`src/rtl/uart_apb_master.sv`:
```
// UART-to-APB bridge: parses 0x57 (write) / 0x52 (read) host commands from a
// received byte stream, runs one APB transfer, and streams back status/read data.
module uart_apb_master #(
  parameter int ADDR_W  = 5,
  parameter int TIMEOUT = 255
) (
  input  logic              clk,
  input  logic              rst_b,
  input  logic              rx_valid,
  input  logic [7:0]        rx_data,
  output logic              tx_valid,
  output logic [7:0]        tx_data,
  input  logic              tx_ready,
  output logic              apb_psel,
  output logic              apb_penable,
  output logic              apb_pwrite,
  output logic [ADDR_W-1:0] apb_paddr,
  output logic [31:0]       apb_pwdata,
  input  logic [31:0]       apb_prdata,
  input  logic              apb_pready,
  input  logic              apb_pslverr,
  output logic              busy
);

  typedef enum logic [2:0] {
    S_IDLE, S_ADDR, S_WDATA, S_SETUP, S_ACCESS, S_RESP
  } state_t;

  localparam logic [7:0]  CMD_WR   = 8'h57;
  localparam logic [7:0]  CMD_RD   = 8'h52;
  localparam logic [7:0]  ST_OK    = 8'h06;
  localparam logic [7:0]  ST_ERR   = 8'h15;
  localparam logic [7:0]  ST_TMO   = 8'h18;
  localparam logic [31:0] TMO_LAST = 32'(TIMEOUT - 1);

  state_t              state_q, state_d;
  logic                wr_q, wr_d;
  logic [ADDR_W-1:0]   paddr_q, paddr_d;
  logic [31:0]         pwdata_q, pwdata_d;
  logic [1:0]          cnt_q, cnt_d;
  logic [31:0]         tmo_q, tmo_d;
  logic [7:0]          status_q, status_d;
  logic [31:0]         rdata_q, rdata_d;
  logic [2:0]          idx_q, idx_d;
  logic [2:0]          last_idx;

  // Only a successful read carries the four data bytes after the status.
  assign last_idx = (!wr_q && status_q == ST_OK) ? 3'd4 : 3'd0;

  always_ff @(posedge clk) begin
    if (!rst_b) begin
      state_q  <= S_IDLE;
      wr_q     <= 1'b0;
      paddr_q  <= '0;
      pwdata_q <= '0;
      cnt_q    <= '0;
      tmo_q    <= '0;
      status_q <= '0;
      rdata_q  <= '0;
      idx_q    <= '0;
    end else begin
      state_q  <= state_d;
      wr_q     <= wr_d;
      paddr_q  <= paddr_d;
      pwdata_q <= pwdata_d;
      cnt_q    <= cnt_d;
      tmo_q    <= tmo_d;
      status_q <= status_d;
      rdata_q  <= rdata_d;
      idx_q    <= idx_d;
    end
  end

  always_comb begin
    state_d  = state_q;
    wr_d     = wr_q;
    paddr_d  = paddr_q;
    pwdata_d = pwdata_q;
    cnt_d    = cnt_q;
    tmo_d    = tmo_q;
    status_d = status_q;
    rdata_d  = rdata_q;
    idx_d    = idx_q;
    case (state_q)
      S_IDLE: begin
        if (rx_valid && rx_data == CMD_WR) begin
          wr_d    = 1'b1;
          state_d = S_ADDR;
        end else if (rx_valid && rx_data == CMD_RD) begin
          wr_d    = 1'b0;
          state_d = S_ADDR;
        end
      end
      S_ADDR: begin
        if (rx_valid) begin
          paddr_d = rx_data[ADDR_W-1:0];
          cnt_d   = 2'd0;
          state_d = wr_q ? S_WDATA : S_SETUP;
        end
      end
      S_WDATA: begin
        if (rx_valid) begin
          pwdata_d[{cnt_q, 3'b000} +: 8] = rx_data;
          cnt_d = cnt_q + 2'd1;
          if (cnt_q == 2'd3) state_d = S_SETUP;
        end
      end
      S_SETUP: begin
        tmo_d   = '0;
        state_d = S_ACCESS;
      end
      S_ACCESS: begin
        if (apb_pready) begin
          status_d = apb_pslverr ? ST_ERR : ST_OK;
          if (!wr_q) rdata_d = apb_prdata;
          idx_d   = 3'd0;
          state_d = S_RESP;
        end else begin
          tmo_d = tmo_q + 32'd1;
          if (TIMEOUT != 0 && tmo_q == TMO_LAST) begin
            status_d = ST_TMO;
            idx_d    = 3'd0;
            state_d  = S_RESP;
          end
        end
      end
      S_RESP: begin
        if (tx_ready) begin
          if (idx_q == last_idx) state_d = S_IDLE;
          else                   idx_d   = idx_q + 3'd1;
        end
      end
      default: state_d = S_IDLE;
    endcase
  end

  always_comb begin
    tx_data = 8'h00;
    if (state_q == S_RESP) begin
      case (idx_q)
        3'd0:    tx_data = status_q;
        3'd1:    tx_data = rdata_q[7:0];
        3'd2:    tx_data = rdata_q[15:8];
        3'd3:    tx_data = rdata_q[23:16];
        default: tx_data = rdata_q[31:24];
      endcase
    end
  end

  assign tx_valid    = (state_q == S_RESP);
  assign apb_psel    = (state_q == S_SETUP) || (state_q == S_ACCESS);
  assign apb_penable = (state_q == S_ACCESS);
  assign apb_pwrite  = wr_q;
  assign apb_paddr   = paddr_q;
  assign apb_pwdata  = pwdata_q;
  assign busy        = (state_q != S_IDLE);

endmodule

```
`config.mk`:
```
export PLATFORM = sky130hd
export DESIGN_NAME = uart_apb_master
export DESIGN_NICKNAME = d
export VERILOG_FILES = /design/src/rtl/uart_apb_master.sv
export SDC_FILE = /design/constraint.sdc
export NUM_CORES = 1
export LEC_CHECK = 0
export ABC_AREA = 1
export CAP_MARGIN = 20
export CORE_MARGIN = 1.5
export CORE_UTILIZATION = 35
export CTS_CLUSTER_DIAMETER = 120
export DETAILED_ROUTE_END_ITERATION = 7
export GPL_TIMING_DRIVEN = 0
export PLACE_DENSITY = 0.64
export SYNTH_ARGS = -nofsm -noshare
export SYNTH_HDL_FRONTEND = slang
export SYNTH_SLANG_ARGS = --single-unit
```
`constraint.sdc`:
```
create_clock -name clk -period 2.45 [get_ports clk]
set_input_delay 0.6125 -clock clk [delete_from_list [all_inputs] [get_ports clk]]
set_output_delay 0.6125 -clock clk [all_outputs]
set_load 0.02 [all_outputs]
```
== Yosys cells after proc, flatten, opt, wreduce, memory -nomap -nowiden ==
Index checks and enable logic that the tools add are counted.
Word-level totals
  output and inout port bits: 50
  input bits: 46
  logic and storage cells: 91
  bits in registers: 118
Cells by class
  multiplexer cells: 30
  bitwise operators: 1
  eq/ne operators: 23
  reductions and logical operators: 22
  shift-type cells: 2
  add/sub/neg operators: 4
Operators with widths (count)
  32-bit one-hot mux with 2 select lines: 1
  3-bit two-way mux: 14
  32-bit by 1-bit adder with 32-bit output (second input constant): 1
  32-bit bitwise mux: 1
  32-bit by 8-bit == test with 1-bit output (second input constant): 1
  32-bit two-way mux: 1
  8-bit one-hot mux with 4 select lines: 1
  8-bit by 7-bit variable shift with 32-bit output (first input constant): 1
  8-bit by 7-bit indexed part select with 32-bit output: 1
  8-bit two-way mux: 3
  3-bit one-hot mux with 6 select lines: 1
  8-bit by 7-bit == test with 1-bit output (second input constant): 2
  3-bit by 2-bit == test with 1-bit output (second input constant): 4
  2-bit != test (second input constant): 5
  2-bit AND reduction: 5
  2-bit nonzero test: 5
  8-bit by 3-bit == test with 1-bit output (second input constant): 1
  5-bit negator with 7-bit output: 1
  7-bit AND reduction: 1
  3-bit by 1-bit == test with 1-bit output (second input constant): 2
  3-bit == test (second input constant): 2
  3-bit zero test: 2
  3-bit one-hot mux with 2 select lines: 1
  3-bit AND reduction: 2
  17 further kinds: 23

== Depth between registers and ports, before layout ==
Gate-level depths: netlist of run 1.
  depth after elaboration: 7
  depth in mapped cells: 12

== Worst setup path after synthesis of run 1 ==
No wires, ideal clock.
  path type: reg-to-output
  start: register idx_q[0]
  end: output port tx_data[0]
  path slack: 0.182 ns
  cell stages (with the launch flop): 8
  arrival time: 1.656 ns
  path buffers: 0
  data required time: 1.837 ns
  cells stage by stage: dfxtp_1 inv_1 ha_1 nand2_1 inv_1 nor4_4 nand2_1 a21oi_1
On the way
  longest elaborated chain between the ends: 3
  elaborated cells between the ends (all ways): 6
  those cells by class: 3 x eq/ne; 2 x mux; 1 x reduce/logical
RTL lines
  start, declared: line 44  | logic [2:0] idx_q, idx_d;
  start signal, assigned: line 70  | idx_q <= idx_d;
  3-bit by 2-bit == test with 1-bit output (tied with other cells): line 140  | case (idx_q)
  8-bit one-hot mux with 4 select lines *: line 140
  8-bit two-way mux *: line 139  | if (state_q == S_RESP) begin
  end, declared: line 12  | output logic [7:0] tx_data,
Mark *: on every way between the ends. The rest lies on a longest branch, timed or not.

== Worst setup path after layout of run 1 ==
  start: register idx_q[2]
  end: output port tx_data[3]
Same word-level chain as after synthesis.

==> flow_metrics.tcl, run 1 <==
set metrics [dict create \
    synth_top_area_cell "dfxtp_1" \
    fill_cells 1597 \
    worst-path-max-fanout 8 \
    ioPinCount 96 \
    skew_ps 9.13 \
    gp_congestion 0.868 \
    p_per_area_nw_per_um2 841 \
    die-area_um2 17200 \
    crit_arrival_ps 1980 \
    drt_first_pass_iters 5 \
    fin_util_pct 49.3 \
    clk_latency_ps 430 \
    cts_max_level 4 \
    crit_path_end_kind "primary output" \
    post-route-worst-setup-slack_ps -142 \
    ir_worst_vdd_v 0.000588 \
    nNetsFinal 1012 \
    cp-start-kind "register" \
    violations "negative setup slack" \
    antenna_found_initial 0 \
    avgViaCountPerCell 4.94 \
    ys_warn_count 0 \
    min_period_over_period_pct 106 \
    start_util_pct 36.0 \
    status "finished with violations" \
    drc 0 \
    synth.most_common_cell "nand2_1" \
    clkSinkCount 115 \
    cts_root_buf "clkbuf_16" \
    syn_area_um2 5740 \
    min_period_ps 2590 \
    grt_pass1_vias 5585 \
    cts_tree "built" \
    synth_top_area_share_pct 40.1 \
    slew_viol_final 0 \
    port_buffers 94 \
    grt_pass1_wl_um 27700 \
    grt_max_degree 17 \
    numCtsBuffers 17 \
    synthTopCellsByCount "nand2_1, dfxtp_1, a21oi_1, nor2_1, inv_1" \
    core_um2 15900 \
    antenna_left 0 \
    ys_seq_area_share_pct 40.1 \
    drt_first_iter_violations 430 \
    tightest_slew_ps 677 \
    slew-limit-headroom_pct 54.9 \
    hold_path.class "register to register" \
    ys.flop_type "dfxtp_1" \
    postSynthAreaPerCell_um2 6.96 \
    grt_usage_pct 20.1 \
    finalHoldViolCount 0 \
    routed_wirelength_um 17100 \
    grt_setup_unrepaired "yes" \
    drive_above_1_share_pct 14.2 \
    cts.clk_slew.worst_paths_ps 50 \
    insertedDiodeCount 0 \
    static-leakage-power_nw 2.99 \
    fmax_mhz 386 \
    rows 46 \
    area_growth_pct 36.8 \
    syn_nets 884 \
    ys_top_cells_by_area "dfxtp_1, nand2_1, a21oi_1" \
    ys_seq_elements 115 \
    maxCapViolCount 0 \
    finalSetupViolations 8 \
    wire_per_inst_um 14.5 \
    die_h_um 131 \
    via_count 5842 \
    synth_edf_count 0 \
    critPathRequiredTime_ps 1840 \
    die_width_um 131 \
    crit_type "register to primary output" \
    synthArstFlopShare_pct 0 \
    clockBufferDepth 2 \
    overflow 0 \
    syn_inst 825 \
    finalSetupTns_ps -983 \
    yosys.cell_types.count 45 \
    hpwl_um 12300 \
]
==> flip-flops by register name (all words and copies together) (netlist names) <==
name,cells
apb_pwdata,32
rdata_q,32
tmo_q,32
apb_paddr,5
status_q,5
idx_q,3
state_q,3
cnt_q,2
apb_pwrite,1
==> cell type report <==
class                           instances  area, µm²  share of cell area, %
Tap cell                              216        270                   3.44
Buffer                                 28        151                   1.93
Inverter                               92        372                   4.73
Timing Repair Buffer                  109       1040                   13.3
Sequential cell                       115       2310                   29.4
Clock inverter                         10        124                   1.58
Multi-Input combinational cell        590       3100                   39.4
Clock buffer                           22        484                   6.16
==> metal layers <==
| metal | up-vias | wire, µm | global-route usage, % | share of wire, % |
|---|---|---|---|---|
| li1 | 2986 | - | - | - |
| met1 | 2682 | 7890 | 25.4 | 46 |
| met2 | 146 | 7950 | 32.7 | 46 |
| met3 | 28 | 937 | 5.67 | 5.5 |
| met4 | 0 | 323 | 6.99 | 1.9 |
| met5 | - | 0 | 0 | 0 |
==> per-stage QoR <==
stage          instance area, µm²  hold slack [ps]  power (mW)  std cells  setup slack (ps)
6_report                     7860              444        6.61       1182              -142
3_3_place_gp                 6960              439        3.77       1135              -546
2_1_floorplan                5740              425        3.26        825               182
5_1_grt                      7860              479        6.93       1182              -196
3_5_place_dp                 6960              444        3.78       1135              -543
4_1_cts                      7750              450        6.50       1176             -82.8
==> what timing repair did <==
action / 4_1_cts / 5_1_grt
endpoints found under the setup margin: 15 / 11
gates resized for setup: 83 / 18
buffers inserted: 9 / 6
hold buffers: 0 / 0
pin swaps: 11 / 8
cloned: 0 / 0
==> cell families (layout without fill, tap and decap cells) <==
logic type | count (synthesis) | after routing | synth area share (%)
AND/OR/NAND/NOR | 412 | 412 | 33.1
adder cells (fa/ha/maj) | 13 | 13 | 2.83
buffers and inverters | 120 | 261 | 8.69
AO/OA/AOI/OAI | 165 | 165 | 15.3
flip-flops | 115 | 115 | 40.1
==> cells in the final DEF, fill, tap and decap left out, drive strengths merged, types with 2 or more instances in the layout <==
master,synthesis,routed
a21oi,109,109
a221oi,5,5
a2bb2oi,2,2
buf,12,35
bufinv,0,2
clkbuf,16,38
clkdlybuf4s50,0,82
clkinv,3,7
clkinvlp,0,3
dfxtp,115,115
dlygate4sd2,0,4
ha,13,13
inv,89,90
nand2,192,192
nand3,54,54
nand4,28,28
nor2,107,107
nor3,25,25
nor4,2,2
o21ai,37,37
o22ai,6,6
or3,2,2
==> final timing paths <==
path / start / end / slack (ps) / cells past startpoint
max: idx_q[2] / tx_data[3] / -140 / 8
max reg2reg: cnt_q[0] / apb_pwdata[20] / 190 / 12
min reg2reg: rdata_q[23] / rdata_q[23] / 440 / 2
min: rdata_q[23] / rdata_q[23] / 440 / 2
==> critical path: stages (launching register included) <==
cell	delay [ps]
dfxtp_4	360
clkinvlp_4	170
nand2_4	150
inv_4	50
nor4_4	280
buf_6	190
nand2_1	80
a21oi_2	130
buf_4	150
==> where the power goes <==
part           switching, mW  leakage, nW  internal, mW
clock network          0.917        0.293          1.61
logic                   1.20         1.77         0.736
registers              0.115        0.932          2.03
total                   2.23         2.99          4.37
(Power assumes the default switching activity.)
==> inputs of run 2 (changes only) <==
--- a/config.mk
+++ b/config.mk
@@ -7,12 +7,12 @@
 export LEC_CHECK = 0
 export ABC_AREA = 1
 export CAP_MARGIN = 20
-export CORE_MARGIN = 1.5
 export CORE_UTILIZATION = 35
 export CTS_CLUSTER_DIAMETER = 120
 export DETAILED_ROUTE_END_ITERATION = 7
 export GPL_TIMING_DRIVEN = 0
 export PLACE_DENSITY = 0.64
+export SKIP_CTS_REPAIR_TIMING = 1
 export SYNTH_ARGS = -nofsm -noshare
 export SYNTH_HDL_FRONTEND = slang
 export SYNTH_SLANG_ARGS = --single-unit
==> run 2 against run 1 <==
Effect of this change: the flow still finishes with violations (negative setup slack); global-route usage rose by 0.32 points; fmax down 0.81%; count of clock-buffer cells in the layout is 3 lower; sequential share of layout area increased by 0.14 points; critical path type unchanged; largest cell class unchanged; clock skew is 1.2 ps higher; power fell by 1.5%; flip-flop and latch count stayed put; combinational power is 3% lower; non-clock buffer count is 3 lower; register-to-register slack is essentially flat; core utilization fell by 0.29 points; routed wire length decreased by 1.6%.
==> flow_metrics.tcl, run 2 (synthesis results as in run 1) <==
set metrics [dict create \
    min_period_over_period_pct 107 \
    gp_congestion 0.851 \
    whs_ps 448 \
    cts_max_level 4 \
    post-route-worst-setup-slack_ps -163 \
    finalSetupTns_ps -1110 \
    wire_per_inst_um 14.3 \
    skew_ps 10.3 \
    slew-limit-headroom_pct 56.8 \
    slew_viol_final 0 \
    via_count 5868 \
    die-area_um2 16900 \
    area_growth_pct 36.0 \
    p_clk_share_pct 38.4 \
    critPathRequiredTime_ps 1840 \
    fill_cells 1583 \
    hold_depth 2 \
    ioPinCount 96 \
    multiInputGateArea_um2 3080 \
    nNetsFinal 1009 \
    die_width_um 130 \
    r2r_cells 12 \
    drt_first_iter_violations 412 \
    rrSetupSlack_ps 190 \
    regArea_um2 2310 \
    fmax_mhz 383 \
    insertedDiodeCount 0 \
    cts_tree "built" \
    cp-start-kind "register" \
    crit_arrival_ps 2000 \
    p_per_area_nw_per_um2 834 \
    hold_path.class "register to register" \
    drc 0 \
    fin_area_um2 7810 \
    grt_pass1_vias 5365 \
    maxCapViolCount 0 \
    min-delay-start "rdata_q[22]" \
    crit_type "register to primary output" \
    clk_latency_ps 420 \
    grt_setup_unrepaired "yes" \
    reg2reg_to "apb_pwdata[21]" \
    worstReg2RegStart "cnt_q[0]" \
    grt_usage_pct 20.4 \
    grt_pass1_wl_um 26500 \
    avgViaCountPerCell 4.98 \
    combPwrFrac_pct 28.8 \
    layout_commonest_cell "nand2_1" \
    overflow 0 \
    tightest_slew_ps 649 \
    drive_above_1_share_pct 13.6 \
    fin_util_pct 49.0 \
    switchingPower_mw 2.18 \
    worst-path-max-fanout 5 \
    violations "negative setup slack" \
    grt_max_degree 17 \
    min_to "rdata_q[22]" \
    routed_wirelength_um 16800 \
    p_seq_share_pct 32.8 \
    drt_first_pass_iters 5 \
    start_util_pct 36.0 \
    cts.clk_slew.worst_paths_ps 50 \
    core_um2 15900 \
    static-leakage-power_nw 2.98 \
    crit_path_end_kind "primary output" \
    mostFrequentLayoutCells "nand2_1, dfxtp_1, a21oi_1" \
    finalSetupViolations 8 \
    antenna_left 0 \
    port_buffers 94 \
    numCtsBuffers 17 \
    min_period_ps 2610 \
    ir_worst_vdd_v 0.000585 \
    rows 46 \
    antenna_found_initial 0 \
    hpwl_um 12100 \
    die_h_um 130 \
    status "finished with violations" \
    p_int_mw 4.33 \
    switching_share_pct 33.5 \
    clockBufferDepth 2 \
    clkSinkCount 115 \
    finalHoldViolCount 0 \
    dpl-instance-area_um2 6960 \
    cts_root_buf "clkbuf_16" \
]
-- run 2: cell types whose count changed in the layout (fill, tap and decap cells not counted), moves of 3 or more --
cell | previous run | this run
buf_6 | 2 | 7
inv_4 | 5 | 2
dlymetal6s2s_1 | 0 | 4
inv_2 | 5 | 9
clkbuf_8 | 6 | 2
a221oi_1 | 0 | 4
buf_4 | 23 | 16
dlygate4sd2_1 | 4 | 0
a221oi_2 | 5 | 1
-- run 2: area by class of cell --
class	instances	area share [%]
multi-input cells	590	39.4
flip-flops and latches	115	29.6
repair buffers	106	13.4
clock buffers	19	5.54
inverters	92	4.60
well taps	216	3.46
clock inverters	13	2.07
plain buffers	28	1.94
-- run 2: worst max-delay path by stage --
stage              from    endpoint  slack [ps]  cells past startpoint
2_1_floorplan  idx_q[0]  tx_data[0]         180                      7
3_3_place_gp   idx_q[0]  tx_data[3]        -570                      8
3_5_place_dp   idx_q[0]  tx_data[7]        -550                      8
4_1_cts        idx_q[0]  tx_data[3]       -1020                      8
5_1_grt        idx_q[0]  tx_data[6]        -210                      7
6_report       idx_q[0]  tx_data[7]        -160                      7
-- run 2: stage by stage --
stage	setup slack (ps)	cells	power [mW]
after global placement	-570	1135	3.77
final	-163	1179	6.51
after floorplan	182	825	3.26
after detailed placement	-547	1135	3.78
after global routing	-206	1179	6.82
after CTS	-1020	1167	6.28
-- run 2: power groups by stage --
stage / combinational [mW] / sequential, mW / clock (mW)
final: 1.88 / 2.14 / 2.50
after global routing: 2.05 / 2.15 / 2.62
after floorplan: 1.10 / 2.16 / 0
after detailed placement: 1.63 / 2.15 / 0
after global placement: 1.63 / 2.15 / 0
after CTS: 1.64 / 2.11 / 2.53
-- run 2: worst max-delay path, cell delays in order (launching register included) --
cell and delay [ps]:
dfxtp_4 370, ha_4 170, ha_4 180, nor4_4 300, buf_4 210, nand2_1 70
a21oi_2 150, buf_6 130
-- run 2: layer usage --
layer	up-vias	part of all wire, %	track usage [%]
li1	2987	-	-
met1	2707	47	26.3
met2	141	46	32.5
met3	33	5.2	5.41
met4	0	1.8	7.59
met5	-	0	0
==> inputs of run 3 (changes only) <==
==> constraint.sdc (replaced) <==
create_clock -name clk -period 2.5 [get_ports clk]
set_input_delay 0.625 -clock clk [delete_from_list [all_inputs] [get_ports clk]]
set_output_delay 0.625 -clock clk [all_outputs]
set_load 0.02 [all_outputs]
==> run 3 against run 2 <==
Effect of this change: sequential share of layout area about the same; power fell by 2.0%; combinational power fell by 2%; via count barely moved; the run still ends with negative setup slack left; design area about the same; worst hold slack is essentially flat; clock power shrank 2%; count of clock-buffer cells in the layout did not move; worst setup slack better by 41 ps; register-to-register slack gained 20 ps; sequential power is 2% lower; critical path type unchanged; core utilization about the same.
==> flow_metrics.tcl, run 3 (synthesis results as in run 1) <==
set metrics [dict create \
    insertedDiodeCount 0 \
    grt_usage_pct 20.4 \
    tightest_slew_ps 645 \
    cts_max_level 4 \
    rows 46 \
    avgViaCountPerCell 4.97 \
    cts_root_buf "clkbuf_16" \
    drive_above_1_share_pct 13.6 \
    slew-limit-headroom_pct 57.0 \
    p_seq_share_pct 32.8 \
    min_period_ps 2620 \
    critPathSlowestCell "dfxtp_4" \
    finalHoldViolCount 0 \
    die_h_um 130 \
    skew_ps 10.8 \
    min_period_over_period_pct 105 \
    switching_share_pct 33.5 \
    layout_commonest_cell "nand2_1" \
    fmax_mhz 381 \
    slew_viol_final 0 \
    mostFrequentLayoutCells "nand2_1, dfxtp_1, a21oi_1" \
    clockBufferDepth 2 \
    crit_path_end_kind "primary output" \
    area_growth_pct 35.9 \
    p_clk_share_pct 38.4 \
    switchingPower_mw 2.14 \
    hpwl_um 12100 \
    cp-start-kind "register" \
    gp_congestion 0.851 \
    p_int_mw 4.24 \
    die_width_um 130 \
    grt_setup_unrepaired "yes" \
    max_stage_delay_ps 370 \
    status "finished with violations" \
    cp_cell_sequence "ha_4, ha_4, nor4_4, buf_4, nand2_1, a21oi_2, buf_6" \
    grt_pass1_wl_um 26500 \
    die-area_um2 16900 \
    antenna_left 0 \
    overflow 0 \
    start_util_pct 36.0 \
    p_per_area_nw_per_um2 818 \
    maxCapViolCount 0 \
    finalSetupViolations 8 \
    cp_common_cell "ha_4" \
    drc 0 \
    combPwrFrac_pct 28.8 \
    clk_latency_ps 420 \
    cts.clk_slew.worst_paths_ps 50 \
    core_um2 15900 \
    cts_tree "built" \
    clkSinkCount 115 \
    hold_path.class "register to register" \
    post-route-worst-setup-slack_ps -122 \
    startpoint "idx_q[0]" \
    drt_first_iter_violations 413 \
    violations "negative setup slack" \
    numCtsBuffers 17 \
    cp_top_family "flip-flops" \
    critPathRequiredTime_ps 1880 \
    ioPinCount 96 \
    total_power_mw 6.38 \
    via_count 5865 \
    static-leakage-power_nw 2.98 \
    port_buffers 94 \
    worstReg2RegStart "cnt_q[0]" \
    worst-path-max-fanout 5 \
    ir_worst_vdd_v 0.000571 \
    routed_wirelength_um 16800 \
    nNetsFinal 1009 \
    grt_pass1_vias 5365 \
    crit_arrival_ps 2000 \
    min-delay-start "rdata_q[22]" \
    timing.critical_path.buf_inv 2 \
    crit_type "register to primary output" \
    wire_per_inst_um 14.3 \
    grt_max_degree 17 \
    antenna_found_initial 0 \
    rrSetupSlack_ps 210 \
    drt_first_pass_iters 5 \
    fin_util_pct 49.0 \
]
## run 3: power by group through the flow
| stage | logic, mW | registers, mW | clock network (mW) |
|---|---|---|---|
| 2_1_floorplan | 1.07 | 2.12 | 0 |
| 3_3_place_gp | 1.59 | 2.10 | 0 |
| 3_5_place_dp | 1.60 | 2.10 | 0 |
| 4_1_cts | 1.61 | 2.07 | 2.48 |
| 5_1_grt | 2.01 | 2.11 | 2.56 |
| 6_report | 1.84 | 2.09 | 2.45 |
## run 3: path summary, 6_finish.rpt
| check | to | cells past startpoint |
|---|---|---|
| min | rdata_q[22] | 2 |
| min reg2reg | rdata_q[22] | 2 |
| max reg2reg | apb_pwdata[22] | 12 |
| max | tx_data[7] | 7 |
## run 3: worst reg2reg max path: stages, from the launching register on
cell and delay (ps):
dfxtp_1 400, buf_4 210, clkinvlp_4 120, ha_1 280, buf_4 150, inv_1 140
nor2_2 190, inv_1 70, nor2_2 180, inv_1 120, nor3_1 230, a21oi_1 60
nor2_1 90
## run 3: through the flow
stage	setup WS (ps)	setup TNS [ps]	hold WS, ps	cells	area, µm²
final	-122	-765	448	1179	7800
after global routing	-169	-1220	463	1179	7800
after CTS	-981	-8140	449	1167	7550
after detailed placement	-509	-4360	442	1135	6960
after global placement	-532	-4320	441	1135	6960
after floorplan	219	0	425	825	5740
## run 3: per-layer routing
layer | GRT usage (%) | share of wire (%)
met5 | 0 | 0
met4 | 7.59 | 2.0
met3 | 5.41 | 5.4
met2 | 32.5 | 46
met1 | 26.3 | 47
## run 3: layout make-up
type	count	area (µm²)
well taps	216	270
repair buffers	106	1040
flip-flops and latches	115	2310
clock inverters	13	161
multi-input cells	590	3080
inverters	92	359
fillers	1581	8140
plain buffers	28	151
clock buffers	19	433
